## config.mk

```make
export PLATFORM = sky130hd
export DESIGN_NAME = tail_light_seq
export DESIGN_NICKNAME = d
export VERILOG_FILES = /design/src/rtl/tail_light_seq.sv
export SDC_FILE = /design/constraint.sdc
export NUM_CORES = 1
export LEC_CHECK = 0
export ABC_AREA = 1
export CORE_MARGIN = 2
export CORE_UTILIZATION = 45
export DETAILED_ROUTE_END_ITERATION = 6
export PLACE_DENSITY = 0.68
export SLEW_MARGIN = 20
export SYNTH_ARGS = -nofsm -noshare
export SYNTH_HDL_FRONTEND = slang
export SYNTH_SLANG_ARGS = --single-unit
```

## constraint.sdc

```tcl
create_clock -name clk -period 3.53 [get_ports clk]
set_clock_uncertainty 0.2 [all_clocks]
set_input_delay 1.059 -clock clk [delete_from_list [all_inputs] [get_ports clk]]
set_output_delay 1.059 -clock clk [all_outputs]
set_load 0.02 [all_outputs]
```

## src/rtl/tail_light_seq.sv

```systemverilog
// Sequential walking turn-signal tail-light controller.
// Supports hazard blinking, a brake override and a step prescaler.
module tail_light_seq #(
  parameter int LIGHTS = 3,
  parameter int DIV    = 1
) (
  input  logic                  clk,
  input  logic                  reset,
  input  logic                  left,
  input  logic                  right,
  input  logic                  brake,
  output logic [2*LIGHTS-1:0]   y,
  output logic                  busy
);

  localparam int CW = (DIV > 1) ? $clog2(DIV) : 1;
  localparam int IW = $clog2(LIGHTS + 1);
  localparam int NL = 2 * LIGHTS;

  typedef enum logic [1:0] {
    M_IDLE,
    M_LEFT,
    M_RIGHT,
    M_HAZ
  } mode_t;

  mode_t             mode;
  mode_t             mode_n;
  logic [IW-1:0]     idx;
  logic [IW-1:0]     idx_n;
  logic [CW-1:0]     cnt;
  logic              step;
  logic              brake_q;
  logic [LIGHTS-1:0] walk;
  logic [LIGHTS-1:0] lbank;
  logic [LIGHTS-1:0] rbank;
  logic [NL-1:0]     y_n;

  assign step = (cnt == CW'(DIV - 1));

  always_ff @(posedge clk) begin
    if (reset) begin
      mode    <= M_IDLE;
      idx     <= '0;
      cnt     <= '0;
      brake_q <= 1'b0;
      y       <= '0;
      busy    <= 1'b0;
    end else begin
      mode    <= mode_n;
      idx     <= idx_n;
      cnt     <= step ? '0 : cnt + CW'(1);
      brake_q <= brake;
      y       <= y_n;
      busy    <= (mode_n != M_IDLE);
    end
  end

  // Requests are only looked at from IDLE; running sequences always complete.
  always_comb begin
    mode_n = mode;
    idx_n  = idx;
    if (step) begin
      unique case (mode)
        M_IDLE: begin
          unique case (1'b1)
            left && right: begin
              mode_n = M_HAZ;
              idx_n  = '0;
            end
            left && !right: begin
              mode_n = M_LEFT;
              idx_n  = IW'(1);
            end
            right && !left: begin
              mode_n = M_RIGHT;
              idx_n  = IW'(1);
            end
            default: begin
              mode_n = M_IDLE;
              idx_n  = '0;
            end
          endcase
        end
        M_LEFT, M_RIGHT: begin
          if (idx == IW'(LIGHTS)) begin
            mode_n = M_IDLE;
            idx_n  = '0;
          end else begin
            idx_n = idx + IW'(1);
          end
        end
        M_HAZ: begin
          mode_n = M_IDLE;
          idx_n  = '0;
        end
        default: begin
          mode_n = M_IDLE;
          idx_n  = '0;
        end
      endcase
    end
  end

  // Bit 0 of walk is the innermost lamp (LA / RA) of a bank.
  always_comb begin
    walk = '0;
    for (int i = 0; i < LIGHTS; i++) begin
      walk[i] = (i < int'(idx_n));
    end
  end

  always_comb begin
    lbank = '0;
    rbank = '0;
    unique case (mode_n)
      M_IDLE: begin
        lbank = {LIGHTS{brake_q}};
        rbank = {LIGHTS{brake_q}};
      end
      M_LEFT: begin
        lbank = walk;
        rbank = {LIGHTS{brake_q}};
      end
      M_RIGHT: begin
        lbank = {LIGHTS{brake_q}};
        rbank = walk;
      end
      M_HAZ: begin
        lbank = '1;
        rbank = '1;
      end
      default: begin
        lbank = '0;
        rbank = '0;
      end
    endcase
  end

  // Left bank grows upward from y[L]; right bank grows downward from y[L-1].
  always_comb begin
    y_n = '0;
    for (int i = 0; i < LIGHTS; i++) begin
      y_n[LIGHTS + i]     = lbank[i];
      y_n[LIGHTS - 1 - i] = rbank[i];
    end
  end

endmodule

```

==> results of run 1 <==
==> state kept, by name (all words and copies together), names as in the netlist <==
signal / cells
mode: 2
idx: 2
brake_q: 1
busy: 1
cnt: 1
y: 6
==> layout by cell type (no fill, tap or decap) <==
master	instances
a21oi_1	1
a21oi_2	1
clkbuf_1	1
clkbuf_4	3
clkdlybuf4s50_1	11
clkinv_1	1
conb_1	1
dfxtp_1	13
ha_1	6
inv_1	15
inv_2	5
nand2_1	20
nand2_2	5
nand2_4	1
nand3_1	5
nand3_2	3
nor2_1	8
nor2_2	1
nor2_4	1
o21ai_1	2
==> per-layer routing <==
| metal | vias up | part of all wire | routed length, µm |
|---|---|---|---|
| li1 | 293 | - | - |
| met1 | 230 | 0.48 | 521 |
| met2 | 8 | 0.47 | 506 |
| met3 | 4 | 0.034 | 37 |
| met4 | 0 | 0.018 | 19 |
| met5 | - | 0 | 0 |
==> cells by family (layout without fill, tap and decap cells) <==
kind of cell    count (synthesis)  in the layout  share of synthesized area
simple gates                   44             44                     0.3327
buf+inv                        21             36                     0.1191
flops                          13             13                     0.3932
fa+ha+maj                       6              6                     0.1134
compound gates                  4              4                    0.03591
other cells                     1              1                   0.005666
==> worst max-delay path by stage <==
stage / startpoint / end / slack (ns) / depth (start not counted)
2_1_floorplan: left / y[3] / 1.38 / 10
3_3_place_gp: left / y[4] / 0.75 / 9
3_5_place_dp: left / y[3] / 0.73 / 11
4_1_cts: left / y[3] / 1.01 / 11
5_1_grt: left / y[3] / 0.88 / 11
6_report: left / y[3] / 1.02 / 11
==> power breakdown <==
| group | switching, mW | leakage, nW | internal (mW) | total [mW] |
|---|---|---|---|---|
| sequential | 0.00464 | 0.107 | 0.157 | 0.162 |
| clock | 0.0439 | 0.0150 | 0.0437 | 0.0876 |
| combinational | 0.0427 | 0.304 | 0.0318 | 0.0746 |
| total | 0.0913 | 0.426 | 0.233 | 0.324 |
==> metrics by stage <==
stage,utilization,area (µm²),setup slack (ns)
after global placement,0.5929,790.8,0.7504
final,0.6126,817.0,1.016
after detailed placement,0.5929,790.8,0.7303
after global routing,0.6126,817.0,0.8755
after floorplan,-,661.9,1.385
after CTS,0.6126,817.0,1.014
==> critical path, delay by kind of cell <==
family	cells	cell delay [ns]
fa+ha+maj	1	0.28
buf+inv	4	0.67
simple gates	6	0.49
==> final cells by class <==
type,instances,area (µm²)
fill,133,516.7
multi-input combinational,55,322.8
sequential,13,260.3
timing repair buffer,11,110.1
inverter,21,78.83
clock buffer,4,26.28
tap,15,18.77
==> flow_metrics.tcl, run 1 <==
set metrics [dict create \
    status "finished, final reports clean" \
    peakVddDrop_mv 0.2329 \
    crit_type "input port to register" \
    synth_top_area_frac 0.3932 \
    cts_buffer_depth 2 \
    htreeDepth 1 \
    ys_async_sr_fraction 0 \
    post_cts_buffers 0 \
    grtUsageMet3 0.03879 \
    postRouteAntennaNets 0 \
    ctsResizeCount 0 \
    drive_above_1_share 0.1923 \
    grt_first_pass_wirelength_um 2001 \
    met1_usage 0.1785 \
    firstDrtPassIters 3 \
    num_rows 13 \
    path_clk_slew_ns 0.07 \
    synth.distinct_cells 17 \
    synth_edf_count 0 \
    grt_use_met2 0.2400 \
    holdPathEnd "y[2]" \
    slew_violations 0 \
    period_needed_ns 2.514 \
    tns_ns 0 \
    leakage_nw 0.4262 \
    syn_to_final_growth_pct 23.44 \
    synth-main-ff-cell "dfxtp_1" \
    routed_wl_um 1085 \
    path_common_cell "nand2_1" \
    cts_sinks 13 \
    synth_largest_area_cell "dfxtp_1" \
    root_buffer "clkbuf_4" \
    grt_overflow 0 \
    reg2reg_from "mode[1]" \
    hold_ws_ns 0.3061 \
    whs_path_depth 2 \
    grt-busiest-layer "met2" \
    drt_iter0_markers 8 \
    crit_slowest_cell "clkdlybuf4s50_1" \
    worstPathArrival_ns 2.49 \
    die_area_um2 1794 \
    fp.dieH_um 42.35 \
    track_usage 0.1454 \
    powerDensity_nw_per_um2 396.6 \
    final-instance-count-excl-fill 119 \
    ff2ff_setup_slack_ns 1.89 \
    rsz0062_at_grt "false" \
    yosys-top-cells-area "dfxtp_1, ha_1, nand2_1" \
    worst_skew_pair.late_latency_ns 0.27 \
    max_freq_ghz 0.3978 \
    synth_warnings 0 \
    period_share 0.7121 \
    antenna_found_initial 0 \
    avgSynthCellArea_um2 7.437 \
    yosys_register_bits 13 \
    end_kind "register" \
    hold_buffers 0 \
    tritoncts "done" \
    hold_viol 0 \
    worstRegToRegCells 10 \
    start_util 0.4962 \
    cp-start-kind "input port" \
    vias_per_cell 4.496 \
    netlist_instances 89 \
    finalNetCount 116 \
    drc_errors 0 \
    ios 12 \
    dpl.hpwl_um 914.4 \
    port_buffers 11 \
    reg2reg_to "y[0]" \
    dp.cells 115 \
    crit_chain "clkdlybuf4s50_1, inv_1, ha_1, nand3_1, nand2_1, inv_2, nand2_1, nor2_2, nand3_1, nand2_1, inv_1" \
    synth-seq-area-share 0.3932 \
    hold_path_class "register to register" \
    grt_start_max_net_pins 8 \
    cpPeakStageDelay_ns 0.51 \
    numCtsBuffers 3 \
    worstPathRequired_ns 3.51 \
    die_w_um 42.35 \
    synth.most_common_cell "nand2_1" \
    first_global_vias 507 \
    setup_viol 0 \
    gp_congestion 0.8097 \
    hp-start "brake_q" \
    synth_area_um2 661.9 \
    critPathMaxFanout 3 \
    syn_nets 100 \
    synthTopCellsByCount "nand2_1, inv_1, dfxtp_1, nor2_1, ha_1" \
    vias 535 \
    cap_violations 0 \
    finalPower_mw 0.3241 \
    wl_per_cell_um 9.118 \
    core_area_um2 1334 \
    diodes 0 \
]
No activity file was read; power rests on OpenSTA's default activity.
==> run 2: changes to the inputs <==
Clock period 3.53 ns to 2.6 ns, I/O delays scaled along.
==> run 2 against run 1 <==
Compared with the run above:
- critical endpoint is now y[4]
- final cell count unchanged
- non-clock buffer count stayed put
- highest routed layer unchanged
- largest cell class unchanged
- core utilization did not move
- power is 36% higher
- critical path depth fell by 2
- cell area is the same
- register-to-register slack got worse by 0.91 ns
- sequential cell count unchanged
- sequential share of layout area is the same
==> flow_metrics.tcl, run 2 (synthesized netlist as in run 1, its figures left out) <==
set metrics [dict create \
    status "finished, final reports clean" \
    start_util 0.4962 \
    largest_reg_flops 6 \
    design_area_um2 817.0 \
    hold_path_class "register to register" \
    crit_buf_inv 3 \
    rsz0062_at_grt "false" \
    worstPathArrival_ns 2.20 \
    leakage_nw 0.4262 \
    drive_above_1_share 0.1923 \
    root_buffer "clkbuf_4" \
    setup_viol 0 \
    wl_per_cell_um 8.681 \
    period_share 0.8533 \
    dpl.hpwl_um 885.9 \
    top_regs "y: 6 flops, idx: 2 flops, mode: 2 flops" \
    finalNetCount 116 \
    cts_sinks 13 \
    cp-start-kind "input port" \
    grt_first_pass_wirelength_um 1904 \
    grt_start_max_net_pins 8 \
    cpPeakStageDelay_ns 0.51 \
    critical_path.startpoint "left" \
    antenna_found_initial 0 \
    place_ws_ns 0.08227 \
    path_common_cell "inv_1" \
    die_area_um2 1794 \
    layout_commonest_cell "nand2_1" \
    ctsResizeCount 0 \
    worstRegToRegCells 8 \
    vias_per_cell 4.412 \
    critPathMaxFanout 4 \
    largest_register "y" \
    setup_ws_ns 0.3815 \
    hold_buffers 0 \
    core_area_um2 1334 \
    postRouteAntennaNets 0 \
    gp_congestion 0.8020 \
    routed_wl_um 1033 \
    peakVddDrop_mv 0.3120 \
    powerDensity_nw_per_um2 539.3 \
    crit_type "input port to register" \
    ios 12 \
    tritoncts "done" \
    htreeDepth 1 \
    firstDrtPassIters 3 \
    num_rows 13 \
    drc_errors 0 \
    dp.cells 115 \
    port_buffers 11 \
    track_usage 0.1453 \
    crit_slowest_cell "clkdlybuf4s50_1" \
    crit_family "buffers and inverters" \
    holdPathEnd "y[2]" \
    worstPathRequired_ns 2.58 \
    max_freq_ghz 0.4507 \
    drt_iter0_markers 3 \
    cts_buffer_depth 2 \
    reg2reg_to "y[4]" \
    tns_ns 0 \
    cap_violations 0 \
    final-instance-count-excl-fill 119 \
    hp-start "brake_q" \
    worst_skew_pair.late_latency_ns 0.27 \
    die_w_um 42.35 \
    period_needed_ns 2.219 \
    hold_viol 0 \
    vias 525 \
    placed_cell_area_um2 790.8 \
    final_cell_mix "nand2_1, inv_1, dfxtp_1" \
    post_cts_buffers 0 \
    crit_chain "clkdlybuf4s50_1, inv_1, ha_1, nor2_1, nor2_4, a21oi_2, nand3_1, nand2_1, inv_1" \
    slew_violations 0 \
    whs_path_depth 2 \
    grt_overflow 0 \
    ff2ff_setup_slack_ns 0.98 \
    numCtsBuffers 3 \
    syn_to_final_growth_pct 23.44 \
    diodes 0 \
    reg2reg_from "mode[1]" \
    end_kind "register" \
    first_global_vias 483 \
    fp.dieH_um 42.35 \
    path_clk_slew_ns 0.07 \
]
-- run 2: cell counts in the layout (fill, tap and decap cells not counted) --
No cell type changed its count.
-- run 2: how the worst max path moves through the flow --
stage | endpoint | slack, ns | depth (start not counted)
after global routing | y[5] | 0.21 | 9
after floorplan | y[3] | 0.73 | 10
final | y[4] | 0.38 | 9
after global placement | y[4] | 0.1 | 9
after CTS | y[4] | 0.37 | 9
after detailed placement | y[4] | 0.08 | 9
-- run 2: area by class of cell --
type	instances	area, µm²
well taps	15	18.77
multi-input cells	55	322.8
clock buffers	4	26.28
repair buffers	11	110.1
inverters	21	78.83
fillers	126	516.7
flip-flops and latches	13	260.3
-- run 2: routing by layer --
metal	part of all wire	global-route usage	vias up
met5	0	0	-
met4	0.035	0.09375	0
met3	0.041	0.03879	5
met2	0.44	0.2123	8
met1	0.48	0.1867	222
li1	-	-	290
-- run 2: power by group --
part | switching [mW] | internal [mW] | leakage (nW) | total (mW)
clock network | 0.0607 | 0.0595 | 0.0150 | 0.120
registers | 0.00599 | 0.213 | 0.107 | 0.219
logic | 0.0576 | 0.0433 | 0.304 | 0.101
total | 0.124 | 0.316 | 0.426 | 0.441
-- run 2: worst register-to-register path, stage by stage, from the launching register on --
cell,delay [ns]
dfxtp_1,0.37
inv_1,0.05
ha_1,0.30
nand3_2,0.09
nand2_2,0.07
a21oi_2,0.24
nand3_1,0.10
nand2_1,0.08
inv_1,0.03
-- run 2: metrics by stage --
stage	utilization	hold WS, ns	power (mW)
CTS	0.6126	0.3126	0.4465
finish	0.6126	0.3113	0.4406
global placement	0.5929	0.2890	0.3243
floorplan	-	0.2646	0.2901
detailed placement	0.5929	0.2947	0.3259
global route	0.6126	0.3428	0.4668
==> run 3: changes to the inputs <==
Settings changed: CTS_CLUSTER_SIZE set to 25.
==> results of run 3 <==
The final DEF is identical to that of run 2; final timing and power are the same.
